===== src/rtl/wb_ddr_wbuf.sv =====
// Posted-write buffer in front of the wb_ddr slave port: writes are acked on FIFO entry and
// drained in order; reads are forwarded only once the FIFO is empty and the drain FSM is idle.
module wb_ddr_wbuf #(
  parameter int unsigned adr_width  = 32,
  parameter int unsigned dat_width  = 32,
  parameter int unsigned depth_log2 = 3
) (
  input  logic                    clk,
  input  logic                    reset_n,
  input  logic                    s_cyc_i,
  input  logic                    s_stb_i,
  input  logic                    s_we_i,
  input  logic [adr_width-1:0]    s_adr_i,
  input  logic [dat_width-1:0]    s_dat_i,
  input  logic [dat_width/8-1:0]  s_sel_i,
  output logic [dat_width-1:0]    s_dat_o,
  output logic                    s_ack_o,
  output logic                    m_cyc_o,
  output logic                    m_stb_o,
  output logic                    m_we_o,
  output logic [adr_width-1:0]    m_adr_o,
  output logic [dat_width-1:0]    m_dat_o,
  output logic [dat_width/8-1:0]  m_sel_o,
  input  logic [dat_width-1:0]    m_dat_i,
  input  logic                    m_ack_i,
  output logic [depth_log2:0]     level,
  output logic                    empty
);

  localparam int unsigned SelWidth = dat_width / 8;
  localparam int unsigned Depth    = 1 << depth_log2;
  localparam logic [depth_log2:0]   LevelFull = (depth_log2 + 1)'(Depth);
  localparam logic [depth_log2:0]   LevelOne  = (depth_log2 + 1)'(1);
  localparam logic [depth_log2-1:0] PtrOne    = depth_log2'(1);

  typedef enum logic [1:0] {StIdle, StWr, StRd} state_e;

  state_e state_q, state_d;

  logic [adr_width-1:0] adr_mem [Depth];
  logic [dat_width-1:0] dat_mem [Depth];
  logic [SelWidth-1:0]  sel_mem [Depth];

  logic [depth_log2-1:0] wr_ptr_q, rd_ptr_q;
  logic [depth_log2:0]   level_q, level_d;
  logic                  empty_q;
  logic                  s_ack_q, s_ack_d;
  logic [dat_width-1:0]  s_dat_q, s_dat_d;
  logic                  m_cyc_q, m_cyc_d;
  logic                  m_we_q, m_we_d;
  logic [adr_width-1:0]  m_adr_q, m_adr_d;
  logic [dat_width-1:0]  m_dat_q, m_dat_d;
  logic [SelWidth-1:0]   m_sel_q, m_sel_d;

  logic push, pop, rd_req, rd_done;

  // ~s_ack_q keeps the request still on the bus during its ack cycle from being taken twice.
  assign push   = s_cyc_i & s_stb_i & s_we_i & ~s_ack_q & (level_q < LevelFull);
  assign rd_req = s_cyc_i & s_stb_i & ~s_we_i & ~s_ack_q;

  always_comb begin
    state_d = state_q;
    m_cyc_d = m_cyc_q;
    m_we_d  = m_we_q;
    m_adr_d = m_adr_q;
    m_dat_d = m_dat_q;
    m_sel_d = m_sel_q;
    pop     = 1'b0;
    rd_done = 1'b0;
    unique case (state_q)
      StIdle: begin
        if (level_q != '0) begin
          state_d = StWr;
          m_cyc_d = 1'b1;
          m_we_d  = 1'b1;
          m_adr_d = adr_mem[rd_ptr_q];
          m_dat_d = dat_mem[rd_ptr_q];
          m_sel_d = sel_mem[rd_ptr_q];
        end else if (rd_req) begin
          state_d = StRd;
          m_cyc_d = 1'b1;
          m_we_d  = 1'b0;
          m_adr_d = s_adr_i;
          m_sel_d = s_sel_i;
        end
      end
      StWr: begin
        if (m_ack_i) begin
          pop     = 1'b1;
          m_cyc_d = 1'b0;
          m_we_d  = 1'b0;
          state_d = StIdle;
        end
      end
      StRd: begin
        if (m_ack_i) begin
          rd_done = 1'b1;
          m_cyc_d = 1'b0;
          state_d = StIdle;
        end
      end
      default: begin
        state_d = StIdle;
        m_cyc_d = 1'b0;
        m_we_d  = 1'b0;
      end
    endcase
  end

  always_comb begin
    level_d = level_q;
    unique case ({push, pop})
      2'b10:   level_d = level_q + LevelOne;
      2'b01:   level_d = level_q - LevelOne;
      default: level_d = level_q;
    endcase
    s_ack_d = push | rd_done;
    s_dat_d = rd_done ? m_dat_i : s_dat_q;
  end

  always_ff @(posedge clk or negedge reset_n) begin
    if (!reset_n) begin
      state_q  <= StIdle;
      wr_ptr_q <= '0;
      rd_ptr_q <= '0;
      level_q  <= '0;
      empty_q  <= 1'b1;
      s_ack_q  <= 1'b0;
      s_dat_q  <= '0;
      m_cyc_q  <= 1'b0;
      m_we_q   <= 1'b0;
      m_adr_q  <= '0;
      m_dat_q  <= '0;
      m_sel_q  <= '0;
    end else begin
      state_q  <= state_d;
      if (push) wr_ptr_q <= wr_ptr_q + PtrOne;
      if (pop)  rd_ptr_q <= rd_ptr_q + PtrOne;
      level_q  <= level_d;
      empty_q  <= (level_d == '0);
      s_ack_q  <= s_ack_d;
      s_dat_q  <= s_dat_d;
      m_cyc_q  <= m_cyc_d;
      m_we_q   <= m_we_d;
      m_adr_q  <= m_adr_d;
      m_dat_q  <= m_dat_d;
      m_sel_q  <= m_sel_d;
    end
  end

  // Storage needs no reset: occupancy is tracked by the pointers and level alone.
  always_ff @(posedge clk) begin
    if (push) begin
      adr_mem[wr_ptr_q] <= s_adr_i;
      dat_mem[wr_ptr_q] <= s_dat_i;
      sel_mem[wr_ptr_q] <= s_sel_i;
    end
  end

  assign s_ack_o = s_ack_q;
  assign s_dat_o = s_dat_q;
  assign m_cyc_o = m_cyc_q;
  assign m_stb_o = m_cyc_q;
  assign m_we_o  = m_we_q;
  assign m_adr_o = m_adr_q;
  assign m_dat_o = m_dat_q;
  assign m_sel_o = m_sel_q;
  assign level   = level_q;
  assign empty   = empty_q;

endmodule

===== config.mk =====
export PLATFORM = sky130hd
export DESIGN_NAME = wb_ddr_wbuf
export DESIGN_NICKNAME = d
export VERILOG_FILES = /design/src/rtl/wb_ddr_wbuf.sv
export SDC_FILE = /design/constraint.sdc
export NUM_CORES = 1
export LEC_CHECK = 0
export ABC_AREA = 1
export CORE_MARGIN = 4
export CORE_UTILIZATION = 55
export DETAILED_ROUTE_END_ITERATION = 8
export MAX_ROUTING_LAYER = met4
export PLACE_DENSITY = 0.87
export REMOVE_ABC_BUFFERS = 1
export SYNTH_ARGS = -nofsm -noshare
export SYNTH_HDL_FRONTEND = slang
export SYNTH_SLANG_ARGS = --single-unit

===== constraint.sdc =====
create_clock -name clk -period 8.02 [get_ports clk]
set_clock_uncertainty 0.2 [all_clocks]
set_input_delay 1.604 -clock clk [delete_from_list [all_inputs] [get_ports clk]]
set_output_delay 1.604 -clock clk [all_outputs]
set_load 0.01 [all_outputs]

======== Yosys cells after proc, flatten, opt, wreduce, memory -nomap -nowiden ========
Memory sizes are Yosys's and may differ from the RTL's. A register that Yosys moved wholly into a read port is not among the register bits.
Cells that the tools add are included.
word-level totals
  register bits after elaboration ......... 84
  RAM bits ................................ 544
  input port bits ......................... 106
  output and inout bits ................... 109
  word-level logic and storage cells ...... 67
  memories ................................ 3
cells by class
  $add $sub $neg .......................... 4
  order comparisons ....................... 1
  equality and inequality tests ........... 7
  mux-type cells .......................... 21
  bitwise operators ....................... 10
  reduce and logical (&&, ||, !) cells .... 10
memory list
  memory   depth  width  read ports  clocked after memory_dff  write ports  line  text
  adr_mem  8      32     1           0                         1            40    logic [adr_width-1:0] adr_mem [Depth];
  dat_mem  8      32     1           1                         1            41    logic [dat_width-1:0] dat_mem [Depth];
  sel_mem  8      4      1           0                         1            42    logic [SelWidth-1:0] sel_mem [Depth];
operators with widths
  cell                   count
  $mux W32               2
  $mux W1                10
  $mux W4                2
  $pmux W4 S2            1
  $add A3 B1 Y3 const B  2
  $and A1 B1 Y1          6
  $mux W2                3
  $reduce_and A2 Y1      3
  $add A4 B1 Y4 const B  1
  $eq A2 B1 Y1 const B   2
  $eq A2 B2 Y1 const B   2
  $logic_not A4 Y1       1
  $lt A4 B4 Y1 const B   1
  $pmux W2 S2            1
  $reduce_bool A4 Y1     1
  $sub A4 B1 Y4 const B  1
  $ne A3 B3 Y1 const B   1
  $not A1 Y1             3
  $pmux W1 S3            1
  $reduce_and A3 Y1      1
  $logic_not A2 Y1       1
  $ne A2 B1 Y1 const B   1
  $ne A2 B2 Y1 const B   1
  $pmux W1 S2            1
  4 further kinds        4

======== Logic depth before layout (Yosys ltp) ========
Gate-level depths: netlist of run 1.
  depth after elaboration ................. 7
  gate-level depth with buffers ........... 15
  depth with buffers taken out ............ 15

======== Least setup slack after synthesis of run 1 ========
OpenSTA, ideal clock, no wires.
  path type ............................... input -> register
  from .................................... in s_cyc_i
  to ...................................... mem adr_mem[6][0], enable pin
  data arrival time ....................... 6,857 ps
  path slack .............................. 385 ps
  stages on the path ...................... 5
  path buffers ............................ 0
  cells stage by stage .................... nand2_1 -> inv_1 -> nand4_1 -> or2_2 -> nor3_1
on the way
  longest elaborated chain between the ends .. 6
RTL lines
  element                        line  text
  start, declared                10    input logic s_cyc_i,
  $and A1 B1 Y1 (4 in a row)     58    assign push = s_cyc_i & s_stb_i & s_we_i & ~s_ack_q & (level_q < LevelFull);
  $mux W1                        153   if (push) begin
  $mux W1 (implied by the code)  154   adr_mem[wr_ptr_q] <= s_adr_i;
  end, declared                  40
Every way passes these cells.

======== Worst setup path in the final report of run 1 ========
  from .................................... in s_stb_i
  to ...................................... mem adr_mem[3][25], enable pin
on the way
  longest elaborated chain between the ends .. 6
RTL lines
  element                        line  text
  start, declared                11    input logic s_stb_i,
  $and A1 B1 Y1 (4 in a row)     58
  $mux W1                        153
  $mux W1 (implied by the code)  154
Every way passes these cells.

==> results of run 1 <==
[report_power, final]
group	internal, W	switching [W]
Clock	0.00170	0.00124
Sequential	0.00411	0.000354
Combinational	0.00142	0.00246
[through the flow]
stage	power, W	utilization, %	std cells
after CTS	0.0113	65.1	3035
final	0.0113	65.1	3039
after global placement	0.00811	60.8	2919
after detailed placement	0.00830	60.8	2919
after global routing	0.0119	65.1	3038
after floorplan	0.00680	-	2072
[worst max-delay path, delay by kind of cell]
family        cells  cell delay, ps
simple gates      4            1380
buf+inv           4            1420
[kinds of logic (layout without fill, tap and decap cells)]
family | count (synthesis) | count (layout) | share of synthesized area (%)
DFF | 660 | 660 | 72.6
muxes | 32 | 32 | 1.36
buffers and inverters | 292 | 509 | 4.77
xor gates and xnor gates | 5 | 5 | 0.165
AOI/OAI and AO/OA | 340 | 340 | 7.12
and+or+nand+nor | 866 | 866 | 13.6
other | 0 | 4 | 0
adders and majority gates | 8 | 8 | 0.378
[final timing paths]
check,endpoint
setup / recovery,adr_mem[3][25]
hold / removal,m_dat_o[22]
setup reg to reg,m_adr_o[19]
hold reg to reg,m_dat_o[22]
max in group asynchronous,rd_ptr_q[2]
min in group asynchronous,m_dat_o[28]
[layout by cell type (no fill, tap or decap), types with 2 or more instances in the layout]
cell type	instances
o21ai_1	9
xor2_1	3
clkdlybuf4s50_1	213
mux2_2	32
clkinv_1	4
clkinv_4	2
nor2_1	183
o211ai_1	73
nor2_4	7
clkbuf_8	9
clkbuf_16	62
o21ai_0	128
xnor2_1	2
a21oi_1	130
edfxtp_1	544
nand3_1	243
buf_4	18
diode_2	4
ha_1	7
inv_2	3
nor3_2	2
clkbuf_1	17
bufinv_16	6
dfrtp_1	112
nand2_1	419
inv_6	2
dfrtp_4	3
or2_2	8
inv_1	156
nand2_2	2
clkinv_2	12
[metal layers]
metal	global-route usage (%)	up-vias	wire, um
met1	31.4	8594	23900
met5	-	-	0
li1	-	8005	-
met4	9.97	0	2530
met3	4.89	217	6180
met2	41.4	1137	31700
[Yosys cell counts (all sizes together)]
cell type	number	share of area, %
buf	89	1.9
ha	8	0.38
a21oi	130	2.5
xnor2	2	0.066
xor2	3	0.099
nand3	244	4.6
clkbuf	42	0.60
or2	8	0.19
o21ai	137	2.6
mux2	32	1.4
edfxtp	544	62
nor2	190	2.7
o211ai	73	2.1
nor3	2	0.038
inv	161	2.3
dfstp	1	0.099
dfrtp	115	11
nand2	421	6.0
nand4	1	0.024
[cell type report]
type	count	area (um2)	share of cell area (%)
Sequential cell	660	19300	62.0
Multi-Input combinational cell	1251	6040	19.5
Timing Repair Buffer	232	2280	7.34
Clock buffer	88	1740	5.60
Tap cell	615	769	2.48
Inverter	161	612	1.97
Clock inverter	28	325	1.05
Antenna cell	4	10.0	0.0323
[sequential cells by signal, summed over array words and instances (netlist names), 2 cells and up]
register  count
m_adr_o      32
rd_ptr_q      3
sel_mem      32
m_sel_o       4
wr_ptr_q      3
m_dat_o      32
state_q       2
s_dat_o      32
adr_mem     256
level         4
dat_mem     256
==> results.toml, run 1 <==
[setup_path]
cp.arrival_ps = 4470
cp_cell_sequence = "clkdlybuf4s50_1, nand2_1, inv_1, nand4_1, inv_1, nand2_1, nor2_4, buf_4"
r2r_slack_ps = 3830
max_stage_delay_ps = 780
ff2ff_path_depth = 8
start_kind = "input pin"
end_kind = "register"
cp.required_ps = 8080
worstSetupPathType = "in2reg"
critical_path.startpoint = "s_stb_i"
reg2reg_from = "level[3]"
slowest_stage = "nor2_4"
cp_max_fo = 42

[sta]
maxSlewHeadroom_pct = 18.9
rsz0062_at_grt = "false"
setup_viol = 0
tns_ps = 0
period_needed_ps = 4410
worstMarginPinSlew_ps = 1220
setup_slack_ps = 3610
whs_ps = 280
fmax_mhz = 227
drv_slew = 0
hold_viol = 0
fin_crit_sh_pct = 55.0

[power_and_ir_drop]
power_leakage_nw = 11.7
ir_drop_mv = 0.236
power_density_nw_per_um2 = 364

[floorplan]
core-area_um2 = 47600
start_util_pct = 55.6
fp.dieArea_um2 = 51700
row_count = 80
fp.dieH_um = 227
die_w_um = 227
io_pins = 215

[global_routing]
antenna_found_initial = 3
overflow = 0
grt_pass1_wl_um = 98700
grt.total_usage_pct = 25.3
grt_pass1_vias = 18147
grt_max_degree = 152

[clocking]
cts.sinks = 660
cts-hold-fix-buffers = 0
clock_latency_ps = 630
cts_tree = "yes"
h-tree-depth = 2
cts_made_buffers = 61
clkTransAtPathRegs_ps = 60
cts_resized = 0
cts_root_buf = "clkbuf_16"
postCtsSetupRepairBufs = 0
clockBufferDepth = 3

[finish]
stdcell_area_um2 = 31000
fill_cells = 3132
layout-drive-gt1-share_pct = 7.27
nNetsFinal = 2481
area_growth_pct = 17.2

[logic_synthesis]
synth_cell_type_count = 27
syn_area_um2 = 26500
synth_warnings = 0
syn_area_per_cell_um2 = 12.0
yosysSeqAreaShare_pct = 72.6
syn-instance-count = 2203
ys_ff_latch = 660

[routing]
drt-pass1-iter-count = 6
wl_um = 64400
drtIter0Drc = 2449
wl_per_cell_um = 21.2
ant_nets = 0
vias_per_cell = 5.91
vias = 17953
drcViolationCount = 0

[place]
postPlaceCellArea_um2 = 29000
hpwlAfterDp_um = 35000
pre_cts_ws_ps = 3030
io_buffers = 214
gp_congestion = 0.805

[worst_hold_path]
whs_path_depth = 2
hold_class = "reg2reg"
hp-start = "m_dat_o[22]"

[run]
cap_violations = 0

[status]
status = "finished, final reports clean"
Power figures use the tool's default switching activity.
==> run 2: changes to the inputs <==
==> constraint.sdc (replaced) <==
create_clock -name clk -period 4.1 [get_ports clk]
set_clock_uncertainty 0.2 [all_clocks]
set_input_delay 0.82 -clock clk [delete_from_list [all_inputs] [get_ports clk]]
set_output_delay 0.82 -clock clk [all_outputs]
set_load 0.01 [all_outputs]
==> run 2 against run 1 <==
Compared with the run above: critical path depth up 6; sequential cell count did not move; non-clock buffer count grew 14; clock power increased by 100%; largest cell class unchanged.
==> results.toml, run 2 (synthesis gave the netlist of run 1 again) <==
[clocking]
cts_resized = 0
cts.sinks = 660
clkTransAtPathRegs_ps = 60
h-tree-depth = 2
cts_root_buf = "clkbuf_16"
cts_made_buffers = 61
clock_latency_ps = 620
clockBufferDepth = 3
cts_tree = "yes"
postCtsSetupRepairBufs = 0
cts-hold-fix-buffers = 0

[power_and_ir_drop]
power_density_nw_per_um2 = 712
ir_drop_mv = 0.602
power_leakage_nw = 11.8

[global_routing]
grt_pass1_wl_um = 98700
overflow = 0
grt_pass1_vias = 18095
grt_max_degree = 205
antenna_found_initial = 7
grt.total_usage_pct = 25.3

[place]
gp_congestion = 0.815
placed_cells = 2933
hpwlAfterDp_um = 35600
io_buffers = 214
pre_cts_ws_ps = 715

[sta]
drv_slew = 0
rsz0062_at_grt = "false"
period_needed_ps = 2930
worstMarginPinSlew_ps = 1190
hold_viol = 0
setup_slack_ps = 1170
fmax_mhz = 341
setup_viol = 0
fin_crit_sh_pct = 71.4
maxSlewHeadroom_pct = 20.8

[finish]
nNetsFinal = 2495
ff_latch_area_um2 = 19300
layout-drive-gt1-share_pct = 7.89
final_cells = 3055
multi_input_comb_area_um2 = 6040
area_growth_pct = 18.2
fill_cells = 3080
reg.largest.list = "adr_mem (256), dat_mem (256)"
layout_commonest_cell = "edfxtp_1"
final_cell_mix = "edfxtp_1, nand2_1, nand3_1"

[floorplan]
start_util_pct = 55.6
die_w_um = 227
core-area_um2 = 47600
row_count = 80
io_pins = 215
fp.dieArea_um2 = 51700
fp.dieH_um = 227

[worst_hold_path]
hold_class = "in2async"

[setup_path]
crit_family = "simple AND/OR/NAND/NOR gates"
r2r-end = "m_adr_o[27]"
cp_cell_sequence = "clkdlybuf4s50_1, nand2_1, inv_1, nand4_1, buf_4, ha_1, nor2_1, nor2_1, ha_1, a21oi_1, nand3_1, nand3_1, o211ai_1, nor2_1"
ff2ff_path_depth = 8
slowest_stage = "clkdlybuf4s50_1"
crit_top_cell = "nor2_1"
critical_path.startpoint = "s_cyc_i"
cp_num_buf_inv = 3
start_kind = "input pin"
cp.arrival_ps = 3280
cp_max_fo = 5
r2r_slack_ps = 1270
cp.required_ps = 4450
worstSetupPathType = "in2reg"
end_kind = "register"
max_stage_delay_ps = 450
reg2reg_from = "level[1]"

[routing]
vias = 17971
wl_per_cell_um = 21.2
drcViolationCount = 0
ant_nets = 0
vias_per_cell = 5.88
drt-pass1-iter-count = 6
drtIter0Drc = 2127
wl_um = 64600

[status]
status = "finished, final reports clean"

[run]
cap_violations = 0
-- run 2: per-layer routing --
layer	global-route usage, %	share of wire (%)	up-vias
li1	-	-	8026
met1	31.8	37	8651
met2	41.4	50	1141
met3	5.18	10	153
met4	8.90	2.6	0
met5	-	0	-
-- run 2: worst max path at each step --
stage | to | slack, ps | cells past startpoint
after detailed placement | empty | 710 | 14
after global placement | adr_mem[6][9] | 820 | 7
after floorplan | m_dat_o[1] | -5610 | 7
after global routing | empty | 1050 | 15
after CTS | empty | 1280 | 14
final | empty | 1170 | 14
-- run 2: worst register-to-register path, cell delays in order (launching register included) --
cell and delay, ps:
dfrtp_1 460, nor2_1 160, nand3_2 110, inv_2 60, buf_4 450, nand2_2 130, nand2_2 760, a21oi_1 160
a21oi_1 250
-- run 2: metrics by stage --
step | utilization, % | TNS (ps) | power [W] | area, um2 | hold WS [ps]
after floorplan | - | -1090880 | 0.0131 | 25800 | 278
after global placement | 61.2 | 0 | 0.0159 | 29200 | 268
after detailed placement | 61.2 | 0 | 0.0163 | 29200 | 265
after CTS | 65.7 | 0 | 0.0223 | 31300 | 119
after global routing | 65.7 | 0 | 0.0234 | 31300 | 182
final | 65.7 | 0 | 0.0223 | 31300 | 117
-- run 2: final cells by class --
type / instances / area share, %
sequential: 660 / 61.5
multi-input combinational: 1251 / 19.3
inverter: 161 / 1.95
clock inverter: 26 / 1.01
antenna: 7 / 0.0560
timing repair buffer: 246 / 7.93
clock buffer: 89 / 5.79
tap: 615 / 2.46
-- run 2: where the power goes --
part / leakage (nW) / internal [W] / switching (W)
sequential: 6.28 / 0.00803 / 0.000571
clock: 1.03 / 0.00350 / 0.00240
combinational: 4.49 / 0.00282 / 0.00497
total: 11.8 / 0.0144 / 0.00793
